## src/rtl/seg_score_fmt.sv

```systemverilog
// Binary score -> 64-bit active-low seven-segment word (8 digits x 8 bits) via a one-bit-per-clock double-dabble.
// Optional leading-zero blanking is compiled in with `define SEG_BLANK_EN.
// Handshake: load is a one-cycle strobe sampled on every edge (never refused; a load while busy is held one-deep, newest wins); pdata_valid pulses once in the first cycle a new pdata is shown.
module seg_score_fmt #(
  parameter int BIN_W = 16
) (
  input  logic             clk,
  input  logic             clrn,
  input  logic             load,
  input  logic [BIN_W-1:0] value,
  output logic             busy,
  output logic [63:0]      pdata,
  output logic             pdata_valid
);

  localparam int CW = $clog2(BIN_W + 1);

  typedef enum logic [1:0] {
    IDLE    = 2'd0,
    CONVERT = 2'd1,
    PACK    = 2'd2
  } state_t;

  state_t           state_q;
  logic [BIN_W-1:0] bin_q;
  logic [BIN_W-1:0] pend_val_q;
  logic             pend_q;
  logic [31:0]      bcd_q;
  logic [CW-1:0]    cnt_q;
  logic [63:0]      pdata_q;
  logic             valid_q;

  logic [31:0]      bcd_adj_d;
  logic [63:0]      seg_word_d;

  function automatic logic [7:0] seg_enc(input logic [3:0] d);
    logic [6:0] s;
    case (d)
      4'd0:    s = 7'h3F;
      4'd1:    s = 7'h06;
      4'd2:    s = 7'h5B;
      4'd3:    s = 7'h4F;
      4'd4:    s = 7'h66;
      4'd5:    s = 7'h6D;
      4'd6:    s = 7'h7D;
      4'd7:    s = 7'h07;
      4'd8:    s = 7'h7F;
      4'd9:    s = 7'h6F;
      default: s = 7'h00;
    endcase
    return ~{1'b0, s};
  endfunction

  always_comb begin
    bcd_adj_d = '0;
    for (int i = 0; i < 8; i++) begin
      if (bcd_q[4*i +: 4] >= 4'd5) bcd_adj_d[4*i +: 4] = bcd_q[4*i +: 4] + 4'd3;
      else                         bcd_adj_d[4*i +: 4] = bcd_q[4*i +: 4];
    end
  end

`ifdef SEG_BLANK_EN
  logic lead_zero;
`endif

  always_comb begin
    seg_word_d = '1;
`ifdef SEG_BLANK_EN
    lead_zero = 1'b1;
`endif
    for (int i = 7; i >= 0; i--) begin
      seg_word_d[8*i +: 8] = seg_enc(bcd_q[4*i +: 4]);
`ifdef SEG_BLANK_EN
      // A digit is blanked only if it and every digit above it are zero; digit 0 always shows.
      if (bcd_q[4*i +: 4] != 4'd0) lead_zero = 1'b0;
      if (lead_zero && (i != 0)) seg_word_d[8*i +: 8] = 8'hFF;
`endif
    end
  end

  always_ff @(posedge clk or negedge clrn) begin
    if (!clrn) begin
      state_q    <= IDLE;
      bin_q      <= '0;
      pend_val_q <= '0;
      pend_q     <= 1'b0;
      bcd_q      <= '0;
      cnt_q      <= '0;
      pdata_q    <= '1;
      valid_q    <= 1'b0;
    end else begin
      valid_q <= 1'b0;
      if (load && (state_q == CONVERT)) begin
        pend_q     <= 1'b1;
        pend_val_q <= value;
      end
      case (state_q)
        IDLE: begin
          if (load) begin
            bin_q   <= value;
            bcd_q   <= '0;
            cnt_q   <= '0;
            state_q <= CONVERT;
          end
        end
        CONVERT: begin
          bcd_q <= {bcd_adj_d[30:0], bin_q[BIN_W-1]};
          bin_q <= bin_q << 1;
          cnt_q <= cnt_q + 1'b1;
          if (cnt_q == CW'(BIN_W - 1)) state_q <= PACK;
        end
        PACK: begin
          pdata_q <= seg_word_d;
          valid_q <= 1'b1;
          // A load arriving in this very cycle is newer than any held one.
          if (load || pend_q) begin
            bin_q   <= load ? value : pend_val_q;
            bcd_q   <= '0;
            cnt_q   <= '0;
            pend_q  <= 1'b0;
            state_q <= CONVERT;
          end else begin
            state_q <= IDLE;
          end
        end
        default: state_q <= IDLE;
      endcase
    end
  end

  assign busy        = (state_q != IDLE);
  assign pdata       = pdata_q;
  assign pdata_valid = valid_q;

endmodule

```

## config.mk

```make
export PLATFORM = sky130hd
export DESIGN_NAME = seg_score_fmt
export DESIGN_NICKNAME = d
export VERILOG_FILES = /design/src/rtl/seg_score_fmt.sv
export SDC_FILE = /design/constraint.sdc
export NUM_CORES = 1
export LEC_CHECK = 0
export CORE_ASPECT_RATIO = 1.1
export CORE_UTILIZATION = 35
export DETAILED_ROUTE_END_ITERATION = 10
export GPL_TIMING_DRIVEN = 0
export PLACE_DENSITY = 0.53
export SETUP_SLACK_MARGIN = 0.15
export SLEW_MARGIN = 20
export SYNTH_ARGS = -nofsm -noshare
export SYNTH_HDL_FRONTEND = slang
export SYNTH_SLANG_ARGS = --single-unit
```

## constraint.sdc

```tcl
create_clock -name clk -period 2.05 [get_ports clk]
set_input_delay 0.205 -clock clk [delete_from_list [all_inputs] [get_ports clk]]
set_output_delay 0.205 -clock clk [all_outputs]
set_load 0.01 [all_outputs]
```

# == Word level (Yosys, flattened, before mapping) ==
# Memories as Yosys holds them, arrays and structs flattened.
# Index checks and enable logic that the tools add are counted.
# totals
regBits,137
output_inout_bits,66
mem_bits_ro,896
mem_count,8
# memory_table
memory,words,width,rd,rd_ports_with_merged_regs,write_ports,line_no,source
(name not given),16,7,1,0,0,38,case (d)
(name not given),16,7,1,0,0,38,
(name not given),16,7,1,0,0,38,
(name not given),16,7,1,0,0,38,
(name not given),16,7,1,0,0,38,
(name not given),16,7,1,0,0,38,
+2 memories,-,-,-,-,-,-,
# classes
n_bitwise,8
n_mux,26
n_reduce_logical,7
eq_ne,6
addsub,9
order_cmp,8
# op_table
op,n
case mux 32 bit (3 select lines),1
2-to-1 mux 32 bit,2
NOT 7 -> 8 bit,8
2-to-1 mux 16 bit,3
case mux 16 bit (3 select lines),1
>= comparator 4 x 3 -> 1 bit (second input constant),8
adder 4 x 2 -> 4 bit (second input constant),7
2-to-1 mux 4 bit,7
case mux 5 bit (3 select lines),1
2-to-1 mux 5 bit,2
case mux 2 bit (3 select lines),1
adder 5 x 1 -> 5 bit (second input constant),1
equality test 5 x 4 -> 1 bit (second input constant),1
2-to-1 mux 1 bit,5
2-to-1 mux 2 bit,2
inequality test 2 bit (second input constant),2
adder 3 x 2 -> 3 bit (second input constant),1
2-to-1 mux 3 bit,1
AND reduction 3 bit,1
nonzero test 3 bit,1
equality test 2 x 1 -> 1 bit (second input constant),1
equality test 2 bit (second input constant),1
zero test 2 bit,1
inequality test 2 x 1 -> 1 bit (second input constant),1
other kinds (4),4

# == Depth between registers and ports, before layout ==
# Gate-level depths: netlist of run 1.
# logic_depth
depth_word,5
depth_mapped,9
depth_no_buf,6

# == Worst setup path after synthesis of run 1 ==
# No wires, ideal clock.
# synth_path
path_type,register -> register
from,reg state_q[0]
to,reg bcd_q[23]
period_less_slack_ns,2.063
slack_ns,-0.013
n_path_buf,3
required_ns,1.926
arrival_ns,1.939
path_stages_with_launch,10
cell_sequence,dfrtp_1 > inv_1 > ha_1 > buf_4 > or3b_1 > and3_1 > buf_6 > buf_6 > and3_4 > a211o_1
# synth_between
elab_chain_cells,3
elab_cells_between_ends,8
classes_between,4 x eq/ne; 1 x mux; 3 x reduce/logical
# synth_lines
item,line_no,source
from (decl),24,state_t state_q;
from (signal assigned),83,state_q <= IDLE;
from (signal assigned),103,state_q <= CONVERT;
from (signal assigned),110,if (cnt_q == CW'(BIN_W - 1)) state_q <= PACK;
"equality test 2 bit, or another cell as far along",97,case (state_q)
inequality test 2 bit (no source line) or nonzero test 3 bit (tied branches),-,
AND reduction 3 bit (no source line),-,
to (signal assigned),107,"bcd_q <= {bcd_adj_d[30:0], bin_q[BIN_W-1]};"
to (decl),28,logic [31:0] bcd_q;
# Several ways; a longest one is shown, not always the timed one.
# A chain may end at the register's enable or synchronous reset.

# == Worst setup path in the final report of run 1 ==
# layout_path
from,reg state_q[0]
to,reg bcd_q[11]
# The elaborated chain is that of the path after synthesis.

==> run metrics, run 1 <==
status=complete, no violations; Skew-Pair Late Insertion Delay=0.42 ns; top post-synthesis cells by area=dfrtp_1, dfstp_2, ha_1, o21ai_0, inv_1; post-place instance area=0.00857 sq mm; worst r2r src=state_q[0]; CTS buffer count=17; skew final=0.00733 ns; Initial Util=35.9%; Worst Tran Pin Value=0.545 ns; final WL=17.9 mm; total vias in the final route=5830; IO Pins=85; highest metal layer with signal wires=met4; HPWL Detailed=12.1 mm; # rows=55; DR WL met3=549 microns; CTS sink count=129; Syn Std Cell Area=0.00741 sq mm; fin crit share=96.8%; setup total negative slack=0 ns; vias per inst=4.94; Ys Warns=0; Core Footprint=0.0206 sq mm; I/O Buffers=76; Final Hold Fails=0; Peak VDD IR=0.834 mV; Clock power frac=26.2%; cell taking the most area after synthesis=dfrtp_1; Sw Share=35.5%; CTS tree=built; CTS clk-pin slew, worst paths=0.05 ns; Crit Path Max Fanout=5; P_leak=4.09 nW; Final min period=1.98 ns; Slew HR=63.7%; area growth from synthesis to final layout=27.3%; ANT cells=0; Post-synth top cells=inv_1, dfrtp_1, o21ai_0; worst setup path category=reg2reg; initial antenna violation count=0; async set-reset flop share out of synthesis=100%; Post-synth EDFFs=0; startpoint types=register; MaxCap Viol Count=0; via count of the first global-routing pass=5685; worst reg2reg setup slack=0.07 ns; clock buffer depth=2; fin worst setup slack=0.0660 ns; ys flop type=dfrtp_1; chip height=155 microns; DP Worst Slack=-0.720 ns; worst-case reg-to-reg path depth=9; Achievable Freq=0.504 GHz; design area=0.00943 sq mm; combinational power share=41.6%; worst path required time=2.35 ns; Routability Congestion=0.822; Die Span X=141 microns; Final #Nets=977; most numerous cell in the Yosys netlist=inv_1; die area=0.0218 sq mm; part of the Yosys area used for sequential elements=44.5%; Hold Path Class=in2async; met2 WL post-DR=8.54 mm; Max Transition Viols Final=0; Final setup viols=0; layout cells sized above 1=19.0%; Post-Syn Instances=792; RSZ-0062 raised after global routing=yes; H-tree depth=4; FF+latch count, synth=129; Net Switching=3.87 mW; met1 WL=8.27 mm; root buf cell=clkbuf_16; average wire per standard cell=15.1 microns; crit path capture type=register; PwrDens=1160 mW/mm^2; DR DRC count=0; share of the synthesized area in the top cell type=24.6%; Syn Area/Cell=9.36 sq um; ANT nets after route=0; largest net degree at the start of global routing=96; Internal Dissipation=7.04 mW; global route total overflow=0; first drt pass iteration count=4; RR Endpoint=bcd_q[11]; power share of the sequential group=32.2%; First DRT Iteration DRCs=262; first-pass GRT wire length=29.8 mm; GRT Util Overall=17.7%; library cells used by synthesis=42; Critical Path AT=2.29 ns
==> placed cells by master (no fill, tap or decap), drive strengths merged, types with 39 or more instances in the layout <==
master         count
inv               92
clkdlybuf4s50     74
dfrtp             73
o21ai             73
a21oi             66
clkbuf            61
dfstp             56
ha                47
nand2             45
nand2b            41
buf               39
==> critical path: stages, from the launching register on <==
cell and delay, ns:
dfrtp_1 0.39, inv_2 0.08, ha_4 0.14, buf_8 0.09, or3b_1 0.35, and3_1 0.16
buf_6 0.13, buf_4 0.14, and3_1 0.17, a211o_1 0.22
==> cell families (layout without fill, tap and decap cells) <==
logic type,after synthesis,after routing,share of synthesized area [%]
AOI/OAI and AO/OA,218,218,17.8
xor gates and xnor gates,8,8,0.946
adders and majority gates,47,47,7.94
buffers and inverters,149,274,8.26
DFF,129,129,44.5
muxes,54,54,7.78
other,1,8,0.0506
and+or+nand+nor,186,186,12.7
==> what timing repair did <==
action                     in CTS  in global routing
hold buffers                    1                  0
hold endpoints to repair       34                  0
pin swaps                       2                  5
setup endpoints to repair     123                109
resized for setup              50                 22
gates cloned                    1                  0
buffers inserted               11                  3
==> sequential cells by signal, summed over array words and instances (netlist names) <==
signal,flops
bin_q,16
pdata,56
cnt_q,5
bcd_q,32
pdata_valid,1
state_q,2
pend_val_q,16
pend_q,1
==> stage by stage <==
stage	power, mW	hold slack (ns)	cells	util, %
after floorplan	6.07	-0.0906	799	-
after global placement	7.39	0.460	1131	41.3
after detailed placement	7.45	0.0995	1132	41.5
after CTS	10.9	0.257	1177	45.3
after global routing	11.7	0.273	1180	45.7
final	10.9	0.261	1180	45.7
==> final cells by class <==
class	instances	area, sq um
Multi-Input combinational cell	521	3560
Clock inverter	6	57.6
Clock buffer	26	489
Sequential cell	129	3300
Fill cell	1986	11200
Tap cell	256	320
Buffer	57	407
Timing Repair Buffer	93	955
Inverter	92	348
==> worst max-delay path by stage <==
stage | start | to | slack [ns] | depth (start not counted)
final | state_q[0] | bcd_q[11] | 0.07 | 9
after global placement | clrn | pdata_valid | -4.61 | 1
after CTS | state_q[0] | bcd_q[27] | 0.05 | 9
after global routing | state_q[0] | bcd_q[23] | -0.002 | 9
after floorplan | state_q[0] | bcd_q[23] | 0.07 | 9
after detailed placement | state_q[0] | pdata[4] | -0.72 | 8
==> power by group through the flow <==
stage | combinational (mW) | sequential, mW | clock [mW]
after floorplan | 2.51 | 3.56 | 0
after global placement | 3.84 | 3.56 | 0
after detailed placement | 3.89 | 3.56 | 0
after CTS | 4.41 | 3.52 | 2.93
after global routing | 5.05 | 3.59 | 3.04
final | 4.54 | 3.51 | 2.86
==> routing by layer <==
layer / vias up / global-route usage [%]
met5: - / 0
li1: 2932 / -
met2: 95 / 29.4
met3: 24 / 2.88
met4: 0 / 7.51
met1: 2779 / 22.8
Note: power is estimated with default switching activity, not from simulation.
==> run 2, diff against run 1 <==
--- a/config.mk
+++ b/config.mk
@@ -6,10 +6,10 @@
 export NUM_CORES = 1
 export LEC_CHECK = 0
 export CORE_ASPECT_RATIO = 1.1
-export CORE_UTILIZATION = 35
+export CORE_UTILIZATION = 45
 export DETAILED_ROUTE_END_ITERATION = 10
 export GPL_TIMING_DRIVEN = 0
-export PLACE_DENSITY = 0.53
+export PLACE_DENSITY = 0.77
 export SETUP_SLACK_MARGIN = 0.15
 export SLEW_MARGIN = 20
 export SYNTH_ARGS = -nofsm -noshare
==> run metrics, run 2 (synthesis results as in run 1) <==
status=complete, but fails checks; failing checks=negative setup slack; Slew HR=64.2%; DR DRC count=0; I/O Buffers=76; MaxCap Viol Count=0; P_leak=4.21 nW; max reg flops=56; global route total overflow=0; CTS clk-pin slew, worst paths=0.06 ns; CTS tree=built; power share of the sequential group=30.3%; RSZ-0062 raised after global routing=yes; initial antenna violation count=0; ANT cells=0; Worst Tran Pin Value=0.538 ns; Core Footprint=0.0159 sq mm; worst setup path category=reg2reg; commonest non-fill, non-tap cell in the layout=inv_1; Skew-Pair Late Insertion Delay=0.43 ns; Max Transition Viols Final=0; Sw Share=35.2%; Initial Util=46.6%; Achievable Freq=0.486 GHz; ANT nets after route=0; commonest non-fill, non-tap cells in the layout=inv_1, clkdlybuf4s50_1, dfrtp_1; die area=0.0170 sq mm; average wire per standard cell=15.6 microns; skew final=0.0124 ns; via count of the first global-routing pass=5963; final WL=17.7 mm; worst reg2reg setup slack=-0.007 ns; First DRT Iteration DRCs=507; DP Cell Count=1076; CTS sink count=129; total vias in the final route=6082; Crit Path Max Fanout=7; clock buffer depth=2; largest net degree at the start of global routing=70; Critical Path AT=2.37 ns; Hold Slack=0.318 ns; Clock power frac=25.4%; Net Switching=4.10 mW; HPWL Detailed=11.4 mm; fin worst setup slack=-0.00745 ns; Die Span X=124 microns; combinational power share=44.3%; startpoint types=register; crit path capture type=register; Final #Nets=992; layout cells sized above 1=21.7%; H-tree depth=4; CTS buffer count=17; Routability Congestion=0.832; Peak VDD IR=0.956 mV; root buf cell=clkbuf_16; PwrDens=1210 mW/mm^2; vias per inst=5.34; Final Hold Fails=0; IO Pins=85; Final setup viols=1; fin crit share=100%; first drt pass iteration count=7; Hold Path Class=in2async; Power, Total=11.7 mW; DP Worst Slack=-0.686 ns; area growth from synthesis to final layout=29.9%; worst path required time=2.36 ns; GRT Util Overall=21.8%; first-pass GRT wire length=29.3 mm; fillcell total=1298; final non-filler cell total=1139; chip height=137 microns; Final min period=2.06 ns; Internal Dissipation=7.56 mW; # rows=48
run 2: layout make-up:
type / instances / area [sq um] / share of cell area, %
Tap cell: 200 / 250 / 2.60
Buffer: 57 / 427 / 4.43
Multi-Input combinational cell: 521 / 3610 / 37.5
Timing Repair Buffer: 108 / 1120 / 11.6
Inverter: 92 / 348 / 3.61
Clock inverter: 9 / 108 / 1.12
Clock buffer: 23 / 468 / 4.86
Sequential cell: 129 / 3300 / 34.3
run 2: what timing repair did:
item | 4_1_cts | 5_1_grt
hold buffers | 1 | 0
pin swaps | 6 | 5
setup endpoints to repair | 123 | 90
buffers inserted | 20 | 6
hold endpoints to repair | 46 | 0
gates cloned | 3 | 1
gates resized for setup | 71 | 28
run 2: worst paths after layout:
check / startpoint / end / depth (start not counted)
min in group clk: value[12] / pend_val_q[12] / 2
worst min register to register: pdata[24] / pdata[24] / 2
max in group asynchronous: clrn / pdata[56] / 3
worst max register to register: state_q[0] / bcd_q[23] / 9
worst max-delay path: state_q[0] / bcd_q[23] / 9
worst min-delay path: clrn / bcd_q[10] / 2
run 2: power groups by stage:
stage / Combinational, mW / Sequential [mW] / Clock, mW
5_1_grt: 5.59 / 3.60 / 3.12
3_3_place_gp: 3.70 / 3.55 / 0
6_report: 5.17 / 3.53 / 2.97
3_5_place_dp: 3.81 / 3.56 / 0
4_1_cts: 4.74 / 3.52 / 3.01
2_1_floorplan: 2.51 / 3.56 / 0
run 2: worst max-delay path: stages (launching register included):
cell     delay (ns)
dfrtp_1        0.40
inv_2          0.09
ha_4           0.14
buf_8          0.10
or3b_4         0.37
and3_4         0.16
buf_6          0.13
buf_8          0.15
and3_4         0.17
a211o_1        0.22
run 2: metrics by stage:
step                      TNS (ns)  instance area (sq um)  utilization (%)
final                     -0.00745                   9630             60.5
after global routing        -0.140                   9630             60.5
after CTS                        0                   9510             59.7
after detailed placement    -42.22                   8500             53.4
after global placement     -493.21                   8460             53.2
after floorplan                  0                   7450                -
run 2: metal layers:
layer  vias up  part of all wire (%)  track usage, %
met3        37                   3.9            4.53
met2       165                    49            36.3
li1       2951                     -               -
met5         -                     0               0
met1      2929                    44            27.7
met4         0                   2.6            8.90
